### config.mk
export PLATFORM = sky130hd
export DESIGN_NAME = spi_master_arbiter
export DESIGN_NICKNAME = d
export VERILOG_FILES = /design/src/rtl/spi_pkg.sv /design/src/rtl/rr_arbiter.sv /design/src/rtl/spi_master_arbiter.sv
export SDC_FILE = /design/constraint.sdc
export NUM_CORES = 1
export LEC_CHECK = 0
export ABC_AREA = 0
export CORE_ASPECT_RATIO = 2
export CORE_UTILIZATION = 45
export CTS_BUF_LIST = sky130_fd_sc_hd__clkbuf_4 sky130_fd_sc_hd__clkbuf_8 sky130_fd_sc_hd__clkbuf_16
export DETAILED_ROUTE_END_ITERATION = 7
export DONT_BUFFER_PORTS = 1
export SYNTH_ARGS = -nofsm -noshare
export SYNTH_HDL_FRONTEND = slang
export SYNTH_SLANG_ARGS = --single-unit
### constraint.sdc
create_clock -name clk -period 3.24 [get_ports clk]
set_input_delay 0.324 -clock clk [delete_from_list [all_inputs] [get_ports clk]]
set_output_delay 0.324 -clock clk [all_outputs]
set_load 0.02 [all_outputs]
### src/rtl/spi_pkg.sv
// Shared definitions for the SPI master arbiter: FSM states, default
// parameter values and internal counter widths.
package spi_pkg;

  // Transaction sequencing states
  typedef enum logic [1:0] {
    ST_IDLE      = 2'd0,
    ST_LAUNCH    = 2'd1,
    ST_WAIT_DONE = 2'd2,
    ST_GAP       = 2'd3
  } state_e;

  localparam int DEF_NREQ       = 4;
  localparam int DEF_DATA_W     = 8;
  localparam int DEF_GAP_CYCLES = 4;
  localparam int DEF_TIMEOUT    = 255;

  // Timeout counter is 16 bits so TIMEOUT up to 65535 never wraps.
  localparam int TMO_W = 16;
  // Gap counter covers GAP_CYCLES up to 255.
  localparam int GAP_W = 8;

endpackage

### src/rtl/rr_arbiter.sv
// Combinational round-robin selector: the first asserted request at or
// after 'pointer' (wrapping) wins. Produces one-hot winner, its index and
// an any-request flag.
module rr_arbiter #(
  parameter int NREQ = 4,
  parameter int IW   = 2
) (
  input  logic [NREQ-1:0] req,
  input  logic [IW-1:0]   pointer,
  output logic [NREQ-1:0] winner,
  output logic [IW-1:0]   index,
  output logic            any
);

  // Requests rotated so that bit 0 is the requester at 'pointer'.
  logic [NREQ-1:0] rot;

  assign rot = NREQ'({req, req} >> pointer);

  // Scan from the far end so the lowest rotated position overrides.
  always_comb begin
    winner = '0;
    index  = '0;
    any    = 1'b0;
    for (int j = NREQ - 1; j >= 0; j--) begin
      if (rot[j]) begin
        any = 1'b1;
        if (int'(pointer) + j >= NREQ) begin
          index = IW'(int'(pointer) + j - NREQ);
        end else begin
          index = IW'(int'(pointer) + j);
        end
      end
    end
    if (any) begin
      winner = NREQ'(1) << index;
    end
  end

endmodule

### src/rtl/spi_master_arbiter.sv
// Shares one SPI master between NREQ requesters. Grants round-robin,
// launches one word per grant, waits for the master's end-of-frame or a
// timeout, then forces an idle gap before the next grant.
module spi_master_arbiter
  import spi_pkg::*;
#(
  parameter int NREQ       = DEF_NREQ,
  parameter int DATA_W     = DEF_DATA_W,
  parameter int GAP_CYCLES = DEF_GAP_CYCLES,
  parameter int TIMEOUT    = DEF_TIMEOUT
) (
  input  logic                   clk,
  input  logic                   rst,
  input  logic [NREQ-1:0]        req,
  input  logic [NREQ*DATA_W-1:0] req_data,
  output logic [NREQ-1:0]        gnt,
  output logic [NREQ-1:0]        done,
  output logic                   err,
  output logic [NREQ-1:0]        cs_sel,
  output logic                   m_tx_enable,
  output logic [DATA_W-1:0]      m_tx_data,
  input  logic                   m_busy,
  input  logic                   m_done
);

  localparam int IW = $clog2(NREQ);

  state_e            state_q;
  logic [IW-1:0]     ptr_q;
  logic [IW-1:0]     ptr_d;
  logic [NREQ-1:0]   gnt_q;
  logic [NREQ-1:0]   done_q;
  logic              err_q;
  logic              tx_en_q;
  logic [DATA_W-1:0] data_q;
  logic [TMO_W-1:0]  tmo_q;
  logic [TMO_W-1:0]  tmo_d;
  logic [GAP_W-1:0]  gap_q;

  logic [NREQ-1:0]   arb_onehot;
  logic [IW-1:0]     arb_idx;
  logic              arb_any;
  logic [DATA_W-1:0] win_data;

  rr_arbiter #(
    .NREQ (NREQ),
    .IW   (IW)
  ) u_rr (
    .req     (req),
    .pointer (ptr_q),
    .winner  (arb_onehot),
    .index   (arb_idx),
    .any     (arb_any)
  );

  assign win_data = req_data[arb_idx*DATA_W +: DATA_W];
  assign tmo_d    = tmo_q + TMO_W'(1);
  // Next search starts just past the winner, wrapping at NREQ.
  assign ptr_d    = (arb_idx == IW'(NREQ - 1)) ? '0 : arb_idx + IW'(1);

  // Transaction FSM; every output is a register updated here.
  always_ff @(posedge clk or posedge rst) begin
    if (rst) begin
      state_q <= ST_IDLE;
      ptr_q   <= '0;
      gnt_q   <= '0;
      done_q  <= '0;
      err_q   <= 1'b0;
      tx_en_q <= 1'b0;
      data_q  <= '0;
      tmo_q   <= '0;
      gap_q   <= '0;
    end else begin
      done_q  <= '0;
      err_q   <= 1'b0;
      tx_en_q <= 1'b0;
      case (state_q)
        ST_IDLE: begin
          if (arb_any && !m_busy) begin
            gnt_q   <= arb_onehot;
            data_q  <= win_data;
            ptr_q   <= ptr_d;
            tx_en_q <= 1'b1;
            state_q <= ST_LAUNCH;
          end
        end
        ST_LAUNCH: begin
          tmo_q   <= '0;
          state_q <= ST_WAIT_DONE;
        end
        ST_WAIT_DONE: begin
          tmo_q <= tmo_d;
          // End-of-frame takes priority over a coincident timeout.
          if (m_done) begin
            done_q  <= gnt_q;
            gnt_q   <= '0;
            data_q  <= '0;
            gap_q   <= '0;
            state_q <= ST_GAP;
          end else if (tmo_d == TMO_W'(TIMEOUT)) begin
            err_q   <= 1'b1;
            gnt_q   <= '0;
            data_q  <= '0;
            gap_q   <= '0;
            state_q <= ST_GAP;
          end
        end
        ST_GAP: begin
          if (gap_q == GAP_W'(GAP_CYCLES - 1)) begin
            gap_q   <= '0;
            state_q <= ST_IDLE;
          end else begin
            gap_q <= gap_q + GAP_W'(1);
          end
        end
        default: state_q <= ST_IDLE;
      endcase
    end
  end

  assign gnt         = gnt_q;
  assign cs_sel      = gnt_q;
  assign done        = done_q;
  assign err         = err_q;
  assign m_tx_enable = tx_en_q;
  assign m_tx_data   = data_q;

endmodule

==> impl_metrics.env <==
export IMPL_grt_pass1_wl_um=11700
export IMPL_cts_htree_levels=2
export IMPL_crit_type="register to register"
export IMPL_critPathRequiredTime_ns=3.42
export IMPL_layout_commonest_cell="dfrtp_1"
export IMPL_finalCritPeriodShare_pct=86.1
export IMPL_synth_edff_count=0
export IMPL_yosysWarnings=0
export IMPL_r2r_cells=8
export IMPL_p_int_mw=1.45
export IMPL_clk_path_buf_depth=2
export IMPL_hold_viol_final=0
export IMPL_via_per_inst=6.01
export IMPL_grt_overflow=0
export IMPL_diodes=0
export IMPL_root_buffer="clkbuf_16"
export IMPL_cp_top_family="compound AO/OA/AOI/OAI gates"
export IMPL_ys_ff_latch=46
export IMPL_switching_share_pct=44.6
export IMPL_netlist_area_um2=3050
export IMPL_post_cts_setup_buffers=0
export IMPL_fin_skew_ns=0.00454
export IMPL_worstPathArrival_ns=2.97
export IMPL_grt_max_degree=47
export IMPL_netlist_instances=331
export IMPL_r2r_start="tmo_q[1]"
export IMPL_antenna_found_initial=0
export IMPL_syn_area_per_cell_um2=9.21
export IMPL_postRouteAntennaNets=0
export IMPL_fin_crit_ns=2.79
export IMPL_drt_iter0_drc=91
export IMPL_drive_gt1_share_pct=9.54
export IMPL_cts_tree="built"
export IMPL_num_vias=2484
export IMPL_drt_total_wl_um=7300
export IMPL_hold_ws_ns=0.131
export IMPL_rows=42
export IMPL_slew_viol_final=0
export IMPL_syn_nets=382
export IMPL_grt_usage_pct=21.8
export IMPL_cp_cell_sequence="ha_1, nand3_2, nor4_4, o211ai_2, a2111oi_4, buf_4, o211ai_1, a22o_1"
export IMPL_irDropWorstVdd_mv=0.372
export IMPL_cp_buffers_inverters=1
export IMPL_r2r_slack_ns=0.45
export IMPL_place_congestion=0.879
export IMPL_post_route_drc_count=0
export IMPL_maxCapViolCount=0
export IMPL_setup_violations=0
export IMPL_cp_depth=8
export IMPL_critPathMaxStageDelay_ns=0.56
export IMPL_ctsResizeCount=0
export IMPL_end_kind="register"
export IMPL_synthToLayoutAreaGrowth_pct=6.57
export IMPL_core_um2=6570
export IMPL_power_switching_mw=1.17
export IMPL_power_frac_seq_pct=34.9
export IMPL_fp_dieArea_um2=7130
export IMPL_nNetsFinal=375
export IMPL_slew_headroom_pct=34.1
export IMPL_first_pass_iters=4
export IMPL_ys_async_sr_fraction_pct=100
export IMPL_r2r_end="gap_q[3]"
export IMPL_hpwl_um=5540
export IMPL_port_buffers=0
export IMPL_p_per_area_nw_per_um2=806
export IMPL_seq_area_frac_synth_pct=37.8
export IMPL_grt_setup_unrepaired="no"
export IMPL_clock_sinks=46
export IMPL_cts_buffers=5
export IMPL_io_pins=62
export IMPL_die_h_um=118
export IMPL_cts_clk_slew_worst_paths_ns=0.07
export IMPL_clk_insertion_delay_late_ns=0.29
export IMPL_hold_path_class="input pin to async pin"
export IMPL_clkPwrFrac_pct=19.5
export IMPL_cts_hold_buffers=0
export IMPL_post_drt_wl_per_cell_um=17.7
export IMPL_tns_ns=0
export IMPL_tightest_slew_ns=0.989
export IMPL_pwr_share_comb_pct=45.6
export IMPL_final_cell_mix="dfrtp_1, nand2_1, o21ai_0"
export IMPL_status="finished, final reports clean"
export IMPL_worstSetupStartpointType="register"
export IMPL_fin_total_pwr_mw=2.62
export IMPL_start_util_pct=46.4
export IMPL_synth_cell_types=55
export IMPL_leakage_nw=1.44
export IMPL_die_x_um=60.2
export IMPL_crit_fanout=9
export IMPL_grt_pass1_vias=2423
export IMPL_synth_flop_cell="dfrtp_1"
export IMPL_fmax_ghz=0.359
export IMPL_crit_path_top_delay_cell="a2111oi_4"
worst max path at each step:
| stage | end | slack (ns) | from |
|---|---|---|---|
| floorplan | gap_q[2] | 0.82 | tmo_q[1] |
| global placement | gap_q[1] | 0.58 | tmo_q[1] |
| detailed placement | gap_q[3] | 0.46 | tmo_q[1] |
| CTS | gap_q[1] | 0.45 | tmo_q[1] |
| global route | gap_q[2] | 0.24 | tmo_q[1] |
| finish | gap_q[3] | 0.45 | tmo_q[1] |
cell usage after synthesis (2+ instances only):
| library cell | n | area, um^2 |
|---|---|---|
| nand3_1 | 10 | 50.1 |
| o22ai_1 | 2 | 12.5 |
| inv_1 | 14 | 52.6 |
| ha_1 | 11 | 138 |
| buf_1 | 2 | 7.51 |
| o211ai_1 | 4 | 30.0 |
| nand2b_1 | 4 | 25.0 |
| and3_1 | 7 | 43.8 |
| dfrtp_1 | 46 | 1150 |
| a21oi_1 | 6 | 30.0 |
| nor4_1 | 5 | 31.3 |
| o2bb2ai_1 | 4 | 35.0 |
| a31oi_1 | 2 | 12.5 |
| xnor2_1 | 3 | 26.3 |
| buf_4 | 4 | 30.0 |
| a221oi_2 | 2 | 30.0 |
| a22o_1 | 9 | 78.8 |
| mux2_2 | 2 | 22.5 |
| o21ai_0 | 23 | 115 |
| nor2_1 | 16 | 60.1 |
| nand2_1 | 33 | 124 |
| a21bo_2 | 2 | 20.0 |
| nor4_4 | 2 | 42.5 |
| mux2i_1 | 10 | 100 |
| or3_1 | 2 | 12.5 |
| nand4_1 | 3 | 18.8 |
| nor3_1 | 6 | 30.0 |
| o31ai_1 | 6 | 45.0 |
| nor3b_1 | 8 | 60.1 |
| a211oi_1 | 17 | 128 |
| or2_2 | 2 | 12.5 |
| and2_1 | 3 | 18.8 |
| clkbuf_1 | 10 | 37.5 |
| nor2b_1 | 7 | 43.8 |
| buf_2 | 3 | 15.0 |
| a211o_1 | 8 | 70.1 |
| o21a_1 | 14 | 105 |
| or4_1 | 2 | 15.0 |
routing by layer:
layer	vias up	share of wire (%)	GRT usage, %	wire length (um)
met5	-	0	0	0
met3	18	4.0	2.63	291
met4	0	3.8	11.9	278
met1	1185	36	20.6	2610
met2	69	56	41.6	4120
li1	1212	-	-	-
sequential cells by signal, summed over array words and instances (netlist names):
signal / count
tmo_q: 16
gap_q: 8
m_tx_data: 8
cs_sel: 4
done: 4
ptr_q: 2
state_q: 2
err: 1
m_tx_enable: 1
area by class of cell:
class | count | area [um^2]
fillers | 640 | 3320
multi-input cells | 250 | 1740
flip-flops and latches | 46 | 1150
clock buffers | 5 | 125
well taps | 88 | 110
inverters | 15 | 56.3
repair buffers | 6 | 45.0
clock inverters | 3 | 21.3
through the flow:
step                area, um^2  setup WS (ns)  cells  utilization [%]
finish                    3250          0.452    413             49.4
global route              3250          0.242    413             49.4
CTS                       3250          0.449    413             49.4
detailed placement        3100          0.457    405             47.2
global placement          3100          0.576    405             47.2
floorplan                 3050          0.824    331                -
cell families (layout without fill, tap and decap cells):
family,count (synthesis),after routing,synth area share (%)
compound gates,108,108,26.6
xor+xnor,4,4,1.15
fa+ha+maj,11,11,4.52
buf+inv,35,29,5.17
flops,46,46,37.8
mux,12,12,4.02
simple gates,115,115,20.8
power by group through the flow:
stage | clock network (mW) | logic, mW | registers [mW]
finish | 0.509 | 1.19 | 0.914
global route | 0.548 | 1.35 | 0.931
CTS | 0.522 | 1.22 | 0.915
detailed placement | 0 | 1.21 | 0.926
global placement | 0 | 1.19 | 0.919
floorplan | 0 | 0.981 | 0.868
Power figures use the tool's default switching activity.
